File: config.mk
export PLATFORM = sky130hd
export DESIGN_NAME = vga_sync_gen_flat
export DESIGN_NICKNAME = d
export VERILOG_FILES = /design/src/rtl/vga_sync_gen_if.sv /design/src/rtl/vga_sync_gen.sv /design/src/flat_wrapper.sv
export SDC_FILE = /design/constraint.sdc
export NUM_CORES = 1
export LEC_CHECK = 0
export BUFFER_PORTS_ARGS = -buffer_cell sky130_fd_sc_hd__buf_4
export CAP_MARGIN = 20
export CORE_MARGIN = 2
export CORE_UTILIZATION = 39
export CTS_CLUSTER_DIAMETER = 60
export DETAILED_ROUTE_END_ITERATION = 16
export GPL_TIMING_DRIVEN = 0
export PLACE_DENSITY = 0.6
export SYNTH_ARGS = -nofsm -noshare
export SYNTH_HDL_FRONTEND = slang
export SYNTH_SLANG_ARGS = --single-unit
File: constraint.sdc
create_clock -name clk -period 3.9 [get_ports clk]
set_clock_uncertainty 0.2 [all_clocks]
set_input_delay 0.39 -clock clk [delete_from_list [all_inputs] [get_ports clk]]
set_output_delay 0.39 -clock clk [all_outputs]
set_load 0.005 [all_outputs]
File: src/rtl/vga_sync_gen_if.sv
// Pixel-timing bundle between the VGA sync generator and its consumers
// (renderer, VGA pins) plus the divided pixel-clock level feeding it.
interface vga_sync_gen_if;
    logic       dclk;
    logic       hsync;
    logic       vsync;
    logic       video_on;
    logic [9:0] x;
    logic [9:0] y;
    logic       pix_stb;
    logic       frame_start;

    // Sync generator side: samples the divided clock, drives the timing.
    modport master (
        input  dclk,
        output hsync, vsync, video_on, x, y, pix_stb, frame_start
    );

    // Consumer side: supplies the divided clock, receives the timing.
    modport slave (
        output dclk,
        input  hsync, vsync, video_on, x, y, pix_stb, frame_start
    );
endinterface

File: src/rtl/vga_sync_gen.sv
// VGA timing generator running on the master clock. The divided pixel clock
// is treated as a level; its rising edge forms a one-cycle advance strobe that
// steps the horizontal/vertical counters. All timing outputs are registered
// and decoded from the next counter values so they change together.
module vga_sync_gen #(
    parameter int unsigned H_VISIBLE = 640,
    parameter int unsigned H_FP      = 16,
    parameter int unsigned H_SYNC    = 96,
    parameter int unsigned H_BP      = 48,
    parameter int unsigned V_VISIBLE = 480,
    parameter int unsigned V_FP      = 10,
    parameter int unsigned V_SYNC    = 2,
    parameter int unsigned V_BP      = 33,
    parameter int unsigned HS_POL    = 0,
    parameter int unsigned VS_POL    = 0
) (
    input  logic           clk,
    input  logic           clr,
    vga_sync_gen_if.master vga
);
    localparam int unsigned H_TOTAL = H_VISIBLE + H_FP + H_SYNC + H_BP;
    localparam int unsigned V_TOTAL = V_VISIBLE + V_FP + V_SYNC + V_BP;

    localparam logic [9:0]  H_LAST   = 10'(H_TOTAL - 1);
    localparam logic [9:0]  V_LAST   = 10'(V_TOTAL - 1);
    // Window bounds are 11 bits wide so an end bound of 1024 still fits.
    localparam logic [10:0] H_VIS    = 11'(H_VISIBLE);
    localparam logic [10:0] V_VIS    = 11'(V_VISIBLE);
    localparam logic [10:0] HS_START = 11'(H_VISIBLE + H_FP);
    localparam logic [10:0] HS_END   = 11'(H_VISIBLE + H_FP + H_SYNC);
    localparam logic [10:0] VS_START = 11'(V_VISIBLE + V_FP);
    localparam logic [10:0] VS_END   = 11'(V_VISIBLE + V_FP + V_SYNC);
    localparam logic        HS_ACT   = (HS_POL != 0) ? 1'b1 : 1'b0;
    localparam logic        VS_ACT   = (VS_POL != 0) ? 1'b1 : 1'b0;

    logic       dclk_q_r;
    logic [9:0] hc_r;
    logic [9:0] vc_r;
    logic       hsync_r;
    logic       vsync_r;
    logic       video_on_r;
    logic       pix_stb_r;
    logic       frame_start_r;

    logic       adv_s;
    logic       h_wrap_s;
    logic [9:0] hc_next_s;
    logic [9:0] vc_next_s;
    logic       hsync_next_s;
    logic       vsync_next_s;
    logic       video_on_next_s;
    logic       frame_next_s;

    // Previous dclk level; resets high so a level already high at release is not an edge.
    always_ff @(posedge clk or posedge clr) begin
        if (clr) begin
            dclk_q_r <= 1'b1;
        end else begin
            dclk_q_r <= vga.dclk;
        end
    end

    assign adv_s    = vga.dclk & ~dclk_q_r;
    assign h_wrap_s = (hc_r == H_LAST);

    // Next counter values: horizontal steps on every advance, vertical on each line wrap.
    always_comb begin
        hc_next_s = hc_r;
        vc_next_s = vc_r;
        if (adv_s) begin
            if (h_wrap_s) begin
                hc_next_s = 10'd0;
                if (vc_r == V_LAST) begin
                    vc_next_s = 10'd0;
                end else begin
                    vc_next_s = vc_r + 10'd1;
                end
            end else begin
                hc_next_s = hc_r + 10'd1;
                vc_next_s = vc_r;
            end
        end else begin
            hc_next_s = hc_r;
            vc_next_s = vc_r;
        end
    end

    // Timing decode from the next counter values so outputs stay mutually consistent.
    always_comb begin
        video_on_next_s = ({1'b0, hc_next_s} < H_VIS) && ({1'b0, vc_next_s} < V_VIS);
        hsync_next_s    = (({1'b0, hc_next_s} >= HS_START) && ({1'b0, hc_next_s} < HS_END))
                          ? HS_ACT : ~HS_ACT;
        vsync_next_s    = (({1'b0, vc_next_s} >= VS_START) && ({1'b0, vc_next_s} < VS_END))
                          ? VS_ACT : ~VS_ACT;
        frame_next_s    = adv_s && (hc_next_s == 10'd0) && (vc_next_s == 10'd0);
    end

    // Counter and output registers; reset parks the position on the last pixel of the frame.
    always_ff @(posedge clk or posedge clr) begin
        if (clr) begin
            hc_r          <= H_LAST;
            vc_r          <= V_LAST;
            hsync_r       <= ~HS_ACT;
            vsync_r       <= ~VS_ACT;
            video_on_r    <= 1'b0;
            pix_stb_r     <= 1'b0;
            frame_start_r <= 1'b0;
        end else begin
            hc_r          <= hc_next_s;
            vc_r          <= vc_next_s;
            hsync_r       <= hsync_next_s;
            vsync_r       <= vsync_next_s;
            video_on_r    <= video_on_next_s;
            pix_stb_r     <= adv_s;
            frame_start_r <= frame_next_s;
        end
    end

    assign vga.x           = hc_r;
    assign vga.y           = vc_r;
    assign vga.hsync       = hsync_r;
    assign vga.vsync       = vsync_r;
    assign vga.video_on    = video_on_r;
    assign vga.pix_stb     = pix_stb_r;
    assign vga.frame_start = frame_start_r;
endmodule

File: src/flat_wrapper.sv
// flat-port wrapper written by rule: the top's interface ports become plain ports
module vga_sync_gen_flat 
#(
    parameter int unsigned H_VISIBLE = 640,
    parameter int unsigned H_FP      = 16,
    parameter int unsigned H_SYNC    = 96,
    parameter int unsigned H_BP      = 48,
    parameter int unsigned V_VISIBLE = 480,
    parameter int unsigned V_FP      = 10,
    parameter int unsigned V_SYNC    = 2,
    parameter int unsigned V_BP      = 33,
    parameter int unsigned HS_POL    = 0,
    parameter int unsigned VS_POL    = 0
)
  (clk, clr, vga_dclk, vga_hsync, vga_vsync, vga_video_on, vga_x, vga_y, vga_pix_stb, vga_frame_start);
  vga_sync_gen_if vga_i ();
  input  logic clk;
  input  logic clr;
  input wire logic [$bits(vga_i.dclk)-1:0] vga_dclk;
  output wire logic [$bits(vga_i.hsync)-1:0] vga_hsync;
  output wire logic [$bits(vga_i.vsync)-1:0] vga_vsync;
  output wire logic [$bits(vga_i.video_on)-1:0] vga_video_on;
  output wire logic [$bits(vga_i.x)-1:0] vga_x;
  output wire logic [$bits(vga_i.y)-1:0] vga_y;
  output wire logic [$bits(vga_i.pix_stb)-1:0] vga_pix_stb;
  output wire logic [$bits(vga_i.frame_start)-1:0] vga_frame_start;
  assign vga_i.dclk = vga_dclk;
  assign vga_hsync = vga_i.hsync;
  assign vga_vsync = vga_i.vsync;
  assign vga_video_on = vga_i.video_on;
  assign vga_x = vga_i.x;
  assign vga_y = vga_i.y;
  assign vga_pix_stb = vga_i.pix_stb;
  assign vga_frame_start = vga_i.frame_start;
  vga_sync_gen #(.H_VISIBLE(H_VISIBLE), .H_FP(H_FP), .H_SYNC(H_SYNC), .H_BP(H_BP), .V_VISIBLE(V_VISIBLE), .V_FP(V_FP), .V_SYNC(V_SYNC), .V_BP(V_BP), .HS_POL(HS_POL), .VS_POL(VS_POL)) u_core (.clk(clk), .clr(clr), .vga(vga_i));
endmodule
==> results_dict.tcl, run 1 <==
set metrics [dict create \
    placed_cell_area_mm2 0.00170 \
    cts_setup_buffers 0 \
    swShare 0.279 \
    ys_seq_elements 26 \
    yosysTopAreaCell "dfstp_2" \
    synth_cells 145 \
    peakVddDrop_v 0.000204 \
    dpl.cell_count 220 \
    overflow 0 \
    setup_viol 0 \
    status "finished clean" \
    die_area_mm2 0.00417 \
    cp-end-kind "register" \
    wl_per_cell_um 14.0 \
    cap_viol_max_count 0 \
    grtUsageTotal 0.173 \
    vias 1163 \
    ctsHoldBuffers 0 \
    htreeDepth 1 \
    cts_resized 0 \
    synth_top_area_frac 0.238 \
    crit_fanout 7 \
    start_util 0.397 \
    die_h_um 64.6 \
    ant_nets 0 \
    cts_root_buf "clkbuf_8" \
    p_sw_uw 184 \
    antenna_found_initial 0 \
    ys_seq_area_frac 0.466 \
    yosysWarnings 0 \
    worst_pin_slew_ns 0.902 \
    via_per_inst 5.19 \
    grt_setup_unrepaired "no" \
    synthFlopType "dfstp_2" \
    fp-row-count 22 \
    layout.nets 183 \
    critPathRequiredTime_ns 3.90 \
    hold_viol_final 0 \
    die_x_um 64.6 \
    synth_area_per_cell_um2 9.88 \
    drc 0 \
    fin_util 0.485 \
    maxSlewViolCount 0 \
    core_mm2 0.00361 \
    area.growth.synth_to_final_pct 22.2 \
    cts_sinks 26 \
    arrival_ns 3.04 \
    maxSlewHeadroom 0.398 \
    n_antenna_cell 0 \
    clkLatencyLatePin_ns 0.27 \
    netlist_top_cells_area "dfstp_2, dfrtp_1, xnor2_1" \
    synth_cell_type_count 42 \
    comb_power_share 0.226 \
    mostFrequentLayoutCells "buf_4, nand2_1, dfstp_2, dfrtp_1, inv_1" \
    fin_crit_sh 0.780 \
    dp_hpwl_um 2420 \
    final_cells 224 \
    grt_max_degree 27 \
    drtPass1Iterations 4 \
    clk_pin_slew_worst_paths_ns 0.09 \
    cts_buffers 3 \
    postRouteWirelength_um 3130 \
    grt_pass1_vias 1118 \
    synth_area_mm2 0.00143 \
    leakagePower_uw 0.000792 \
    final_common_cell "buf_4" \
    tns_ns 0 \
    fmax_ghz 0.329 \
    cts_tree "built" \
    pin_count 28 \
    start_kind "register" \
    drive_above_1_share 0.318 \
    portBuffers 27 \
    design_area_mm2 0.00175 \
    clockBufferDepth 2 \
    drtIter0Drc 73 \
    synth_edf_count 0 \
    place.gp.congestion 0.829 \
    power.internal_uw 477 \
    min_period_ns 3.04 \
    path_class "register to register" \
    syn_nets 151 \
    power_frac_seq 0.515 \
    power_density_mw_per_mm2 378 \
    grt_pass1_wl_um 5700 \
    hold_path_class "input pin to register" \
    synth-async-reset-ratio 1.00 \
    power_frac_clock 0.259 \
]
-- synth_stat cells, drive strengths merged (2+ instances only) --
master / n
clkbuf: 2
nand4: 8
nand2b: 2
dfrtp: 13
inv: 11
nand2: 13
nor4: 3
or3: 3
and4: 2
buf: 2
xor2: 5
o22ai: 2
a31oi: 3
nand3: 6
dfstp: 13
and4b: 3
o21ai: 6
ha: 3
nor3: 5
nor2: 7
o31ai: 4
and3: 5
a21oi: 3
xnor2: 8
-- flip-flops by register name, summed over array words and instances (netlist names) --
| signal | flops |
|---|---|
| u_core.vga.hsync | 1 |
| u_core.vga.pix_stb | 1 |
| u_core.vga.vsync | 1 |
| u_core.vga.video_on | 1 |
| u_core.vga.frame_start | 1 |
| u_core.dclk_q_r | 1 |
| u_core.vga.x | 10 |
| u_core.vga.y | 10 |
-- through the flow --
stage                     setup slack, ns  hold WS, ns  total power [µW]
final                               0.858       0.0330               661
after global routing                0.636       0.0255               705
after CTS                           0.854       0.0296               670
after detailed placement            0.850        0.289               496
after global placement              0.886        0.285               493
after floorplan                      1.09        0.194               433
-- power by group through the flow --
stage	Clock (µW)	Sequential [µW]	Combinational, µW
after floorplan	0	341	91.5
after detailed placement	0	346	150
after CTS	178	341	151
after global routing	191	347	168
final	171	340	149
after global placement	0	343	150
-- routing by layer --
| metal | GRT usage | vias to the layer above | share of wire |
|---|---|---|---|
| met2 | 0.259 | 24 | 0.46 |
| met5 | 0 | - | 0 |
| li1 | - | 585 | - |
| met4 | 0.0399 | 0 | 0 |
| met1 | 0.266 | 554 | 0.51 |
| met3 | 0.0208 | 0 | 0.033 |
-- worst paths after layout --
check                                start                endpoint  slack (ns)  cells past startpoint
min                               vga_dclk         u_core.dclk_q_r        0.03                      1
min reg2reg                u_core.vga.x[1]         u_core.vga.x[1]        0.31                      2
max in group asynchronous              clr         u_core.vga.y[8]        2.83                      2
min in group asynchronous              clr         u_core.vga.x[5]        0.11                      2
max                        u_core.vga.x[0]  u_core.vga.frame_start        0.86                      7
max reg2reg                u_core.vga.x[0]  u_core.vga.frame_start        0.86                      7
-- critical path: stages (launching register included) --
cell and delay (ns):
dfstp_2 0.59, ha_1 0.28, or4b_4 0.51, or4_4 0.55, nor3_2 0.21, xnor2_1 0.20
and4_1 0.26, and4_1 0.18
-- cells by family after synthesis --
logic type | Yosys count | share of synthesized area
multiplexers | 1 | 0.00786
flip-flops | 26 | 0.466
buffers and inverters | 15 | 0.0454
XOR/XNOR | 13 | 0.0795
AND/OR/NAND/NOR | 65 | 0.279
adder cells (fa/ha/maj) | 3 | 0.0262
AO/OA/AOI/OAI | 22 | 0.0969
-- area by class of cell --
type                       count  area [µm²]
multi-input combinational    104         701
timing repair buffer          27         203
inverter                      11        41.3
buffer                         4        23.8
clock buffer                   4        55.1
fill                         370        1860
sequential                    26         667
tap                           48        60.1
(Power assumes the default switching activity.)
==> run 2: changes to the inputs <==
- ABC_AREA: unset -> 1
- PLACE_DENSITY: 0.6 -> 0.59
- clock period: 3.9 -> 3.1 ns (I/O delays scaled with it)
==> run 2 against run 1 <==
Against the previous run:
- first-iteration DRC count up 93%
- sequential cell count unchanged
- area after synthesis up 19%
- clock power up 36%
- final cell count up 48%
- power up 81%
- sequential power up 54%
- sequential share of layout area down 5.9 points
- critical path depth up 6
- critical endpoint unchanged
- largest cell class unchanged
==> results_dict.tcl, run 2 <==
set metrics [dict create \
    clkLatencyLatePin_ns 0.28 \
    start_kind "input pin" \
    synth_top_area_frac 0.201 \
    grtUsageTotal 0.181 \
    fin_util 0.483 \
    cap_viol_max_count 0 \
    hold_path_class "input pin to async pin" \
    num-fill-cells 455 \
    die_area_mm2 0.00491 \
    core_mm2 0.00429 \
    drc 0 \
    hold_viol_final 0 \
    synth-async-reset-ratio 1.00 \
    clockBufferDepth 2 \
    status "finished clean" \
    leakagePower_uw 0.00113 \
    vias 1586 \
    maxSlewHeadroom 0.739 \
    grt_setup_unrepaired "no" \
    netlist_top_cells_area "dfstp_2, dfrtp_1, nand2_1" \
    start_util 0.397 \
    cp-end-kind "register" \
    synth_area_per_cell_um2 6.92 \
    worst_pin_slew_ns 0.389 \
    ys_seq_elements 26 \
    arrival_ns 2.25 \
    maxSlewViolCount 0 \
    cts_buffers 3 \
    portBuffers 27 \
    r2r-start "u_core.vga.x[0]" \
    wl_per_cell_um 12.6 \
    cts_resized 0 \
    final_common_cell "nand2_1" \
    drtIter0Drc 141 \
    area.growth.synth_to_final_pct 21.7 \
    syn_nets 252 \
    yosysMostFrequentCell "nand2_1" \
    placed_cell_area_mm2 0.00197 \
    ant_nets 0 \
    postRouteWirelength_um 4180 \
    fp-row-count 24 \
    drive_above_1_share 0.264 \
    tns_ns 0 \
    critPathRequiredTime_ns 3.12 \
    peakVddDrop_v 0.000300 \
    yosysWarnings 0 \
    synth_area_mm2 0.00170 \
    synth_cell_type_count 28 \
    n_antenna_cell 0 \
    dpl.cell_count 325 \
    power_density_mw_per_mm2 576 \
    cts_sinks 26 \
    drtPass1Iterations 4 \
    overflow 0 \
    rrSetupSlack_ns 0.87 \
    dp_hpwl_um 3130 \
    pin_count 28 \
    die_x_um 70.1 \
    cts_root_buf "clkbuf_8" \
    htreeDepth 1 \
    yosysTopAreaCell "dfstp_2" \
    synth_edf_count 0 \
    antenna_found_initial 0 \
    path_class "input pin to register" \
    fmax_ghz 0.448 \
    place.gp.congestion 0.886 \
    min_period_ns 2.23 \
    cts_tree "built" \
    synth_common_cells "nand2_1, inv_1, nor2_1, nand3_1, nand4_1" \
    grt_max_degree 27 \
    via_per_inst 4.78 \
    design_area_mm2 0.00207 \
    synth_cells 246 \
    layout.nets 287 \
    timing.rr.end "u_core.vga.frame_start" \
    p_total_uw 1190 \
    synthFlopType "dfstp_2" \
    worst_r2r_path_depth 11 \
    die_h_um 70.1 \
    mostFrequentLayoutCells "nand2_1, inv_1, buf_4" \
    clk_pin_slew_worst_paths_ns 0.10 \
    fin_crit_sh 0.720 \
    crit_fanout 10 \
    grt_pass1_wl_um 7120 \
    grt_pass1_vias 1462 \
    ys_seq_area_frac 0.392 \
    final_cells 332 \
    setup_viol 0 \
]
run 2: how the worst max path moves through the flow:
stage	start	cells after the start	end
after floorplan	u_core.vga.x[0]	12	u_core.vga.frame_start
after detailed placement	u_core.vga.x[0]	11	u_core.vga.frame_start
after global routing	u_core.vga.x[0]	11	u_core.vga.frame_start
after global placement	u_core.vga.x[0]	11	u_core.vga.frame_start
after CTS	u_core.vga.x[0]	11	u_core.vga.frame_start
final	vga_dclk	13	u_core.vga.frame_start
run 2: logic make-up (layout without fill, tap and decap cells):
family	count (synthesis)	in the layout	share of synthesized area
xor gates and xnor gates	1	1	0.00514
DFF	26	26	0.392
AOI/OAI and AO/OA	13	13	0.0433
adders and majority gates	3	3	0.0220
and+or+nand+nor	146	146	0.406
buffers and inverters	57	91	0.132
run 2: repair_timing:
item | in CTS | in global routing
setup endpoints to repair | 0 | 0
hold buffers | 1 | 1
hold endpoints to repair | 1 | 2
buffers inserted | 0 | 0
run 2: layer usage:
| layer | global-route usage | vias up | share of wire |
|---|---|---|---|
| met1 | 0.266 | 729 | 0.51 |
| met3 | 0.0216 | 5 | 0.028 |
| met5 | 0 | - | 0 |
| met4 | 0.0513 | 0 | 0.011 |
| met2 | 0.281 | 24 | 0.45 |
| li1 | - | 828 | - |
run 2: critical path, stage by stage:
cell           delay [ns]
dlygate4sd3_1        0.52
buf_4                0.11
inv_1                0.05
nor2_4               0.25
buf_4                0.23
nor2_1               0.05
a21oi_1              0.16
nand3_1              0.12
nor2_1               0.10
nand2_1              0.05
nor2_1               0.12
nand2_1              0.08
nor2_2               0.08
run 2: power breakdown:
part | total, µW | internal (µW) | switching (µW) | leakage (µW)
clock network | 232 | 114 | 118 | 0.0000288
registers | 522 | 427 | 94.9 | 0.000276
logic | 439 | 181 | 258 | 0.000823
run 2: final cells by class:
cell class,count,area [µm²],area share
sequential,26,667,0.322
buffer,3,20.0,0.00966
tap,52,65.1,0.0314
clock buffer,4,55.1,0.0266
timing repair buffer,30,250,0.121
inverter,54,204,0.0984
multi-input combinational,163,812,0.392
run 2: metrics by stage:
stage	setup WS [ns]	hold slack, ns
2_1_floorplan	1.20	0.114
3_3_place_gp	0.905	0.235
3_5_place_dp	0.907	0.239
4_1_cts	0.876	0.114
5_1_grt	0.677	0.373
6_report	0.868	0.353
==> run 3: changes to the inputs <==
- PLACE_DENSITY: 0.59 -> 0.61
- clock period: 3.1 -> 1.9 ns (I/O delays scaled with it)
==> run 3 against run 2 <==
Against the previous run:
- the flow now finishes with violations (negative setup slack)
- critical endpoint is now u_core.vga.vsync
- wire length rose by 9.1%
- setup slack got worse by 1.0 ns
- power grew 81%
- largest cell class unchanged
- core utilization increased by 6.0 points
- design area rose by 12%
- first-iteration DRC count decreased by 26%
==> results_dict.tcl, run 3 (synthesis gave the netlist of run 2 again) <==
set metrics [dict create \
    status "finished with violations" \
    violations "negative setup slack" \
    grt_setup_unrepaired "yes" \
    htreeDepth 1 \
    drtPass1Iterations 5 \
    vias 1705 \
    cts_tree "built" \
    path_class "register to register" \
    cts_sinks 26 \
    critPathRequiredTime_ns 1.90 \
    maxSlewHeadroom 0.783 \
    mostFrequentLayoutCells "nand2_1, buf_4, inv_1" \
    cap_viol_max_count 0 \
    die_area_mm2 0.00491 \
    maxSlewViolCount 0 \
    start_kind "register" \
    path_cells "ha_4, inv_4, nor2_4, nand4_1, o21ai_1, nand2_1, nor3_2, nand3b_1" \
    clkLatencyLatePin_ns 0.28 \
    core_mm2 0.00429 \
    dp_slack_ns -0.359 \
    place.gp.congestion 0.960 \
    hold_viol_final 0 \
    die_x_um 70.1 \
    hold_path_class "input pin to async pin" \
    critPathMaxStageDelay_ns 0.58 \
    dp_hpwl_um 3210 \
    pin_count 28 \
    n_antenna_cell 0 \
    fin_ws_ns -0.145 \
    grt_pass1_vias 1559 \
    clockBufferDepth 2 \
    drtIter0Drc 104 \
    area.growth.synth_to_final_pct 36.9 \
    grtUsageTotal 0.194 \
    wl_per_cell_um 13.0 \
    portBuffers 27 \
    overflow 0 \
    die_h_um 70.1 \
    design_area_mm2 0.00233 \
    grt_max_degree 27 \
    tns_ns -0.358 \
    cp-end-kind "register" \
    fmax_ghz 0.489 \
    drive_above_1_share 0.386 \
    antenna_found_initial 0 \
    min_period_ns 2.05 \
    cts_root_buf "clkbuf_8" \
    layout.nets 305 \
    power_density_mw_per_mm2 927 \
    arrival_ns 2.04 \
    crit_fanout 5 \
    grt_pass1_wl_um 7620 \
    clk_pin_slew_worst_paths_ns 0.10 \
    ant_nets 0 \
    fin_crit_sh 1.08 \
    final_common_cell "nand2_1" \
    drc 0 \
    postRouteWirelength_um 4550 \
    critPathSlowestCell "dfstp_2" \
    placed_cell_area_mm2 0.00197 \
    setup_viol 3 \
    cts_buffers 3 \
    leakagePower_uw 0.00124 \
    peakVddDrop_v 0.000452 \
    fp-row-count 24 \
    via_per_inst 4.87 \
    worst_pin_slew_ns 0.324 \
    start_util 0.397 \
]
## run 3: area by class of cell
cell class	instances	area [µm²]
Buffer	3	20.0
Clock buffer	4	55.1
Fill cell	433	1960
Inverter	54	208
Multi-Input combinational cell	163	931
Sequential cell	26	667
Tap cell	52	65.1
Timing Repair Buffer	48	385
## run 3: power by group
group          internal (µW)  switching (µW)
clock network            186             188
registers                698             162
logic                    418             509
## run 3: path summary, 6_finish.rpt
path                            depth (start not counted)       startpoint                  to  slack, ns
worst max register to register                          8  u_core.vga.x[1]    u_core.vga.vsync      -0.15
worst min-delay path                                    3              clr     u_core.vga.x[7]       0.16
worst max-delay path                                    8  u_core.vga.x[1]    u_core.vga.vsync      -0.15
worst min register to register                          4  u_core.vga.y[2]     u_core.vga.y[2]       0.44
max in group asynchronous                               4              clr     u_core.vga.y[9]       0.89
min in group clk                                        4         vga_dclk  u_core.vga.pix_stb       0.23
## run 3: per-stage QoR
step | total power [µW] | instances | hold WS [ns] | utilization
after floorplan | 1280 | 246 | -0.00552 | -
after global placement | 1560 | 325 | 0.116 | 0.459
after detailed placement | 1580 | 325 | 0.118 | 0.459
after CTS | 2070 | 338 | 0.185 | 0.509
after global routing | 2330 | 350 | 0.187 | 0.543
final | 2160 | 350 | 0.160 | 0.543
## run 3: metal layers
metal  vias to the layer above  track usage  wire length [µm]
met3                         4       0.0216               129
met5                         -            0                 0
met2                        29        0.308              2220
met4                         0       0.0577                55
li1                        874            -                 -
met1                       798        0.278              2150
## run 3: what timing repair did
action,CTS,global route
hold endpoints to repair,14,0
hold buffers,2,0
setup buffers,7,11
pin swaps,12,8
setup endpoints to repair,10,8
resized for setup,20,11
## run 3: worst max-delay path, delay by kind of cell, from the launching register on
| kind | cells | cell delay (ns) |
|---|---|---|
| AND/OR/NAND/NOR | 5 | 0.80 |
| flip-flops | 1 | 0.58 |
| adder cells (fa/ha/maj) | 1 | 0.16 |
| AO/OA/AOI/OAI | 1 | 0.16 |
| buffers and inverters | 1 | 0.06 |
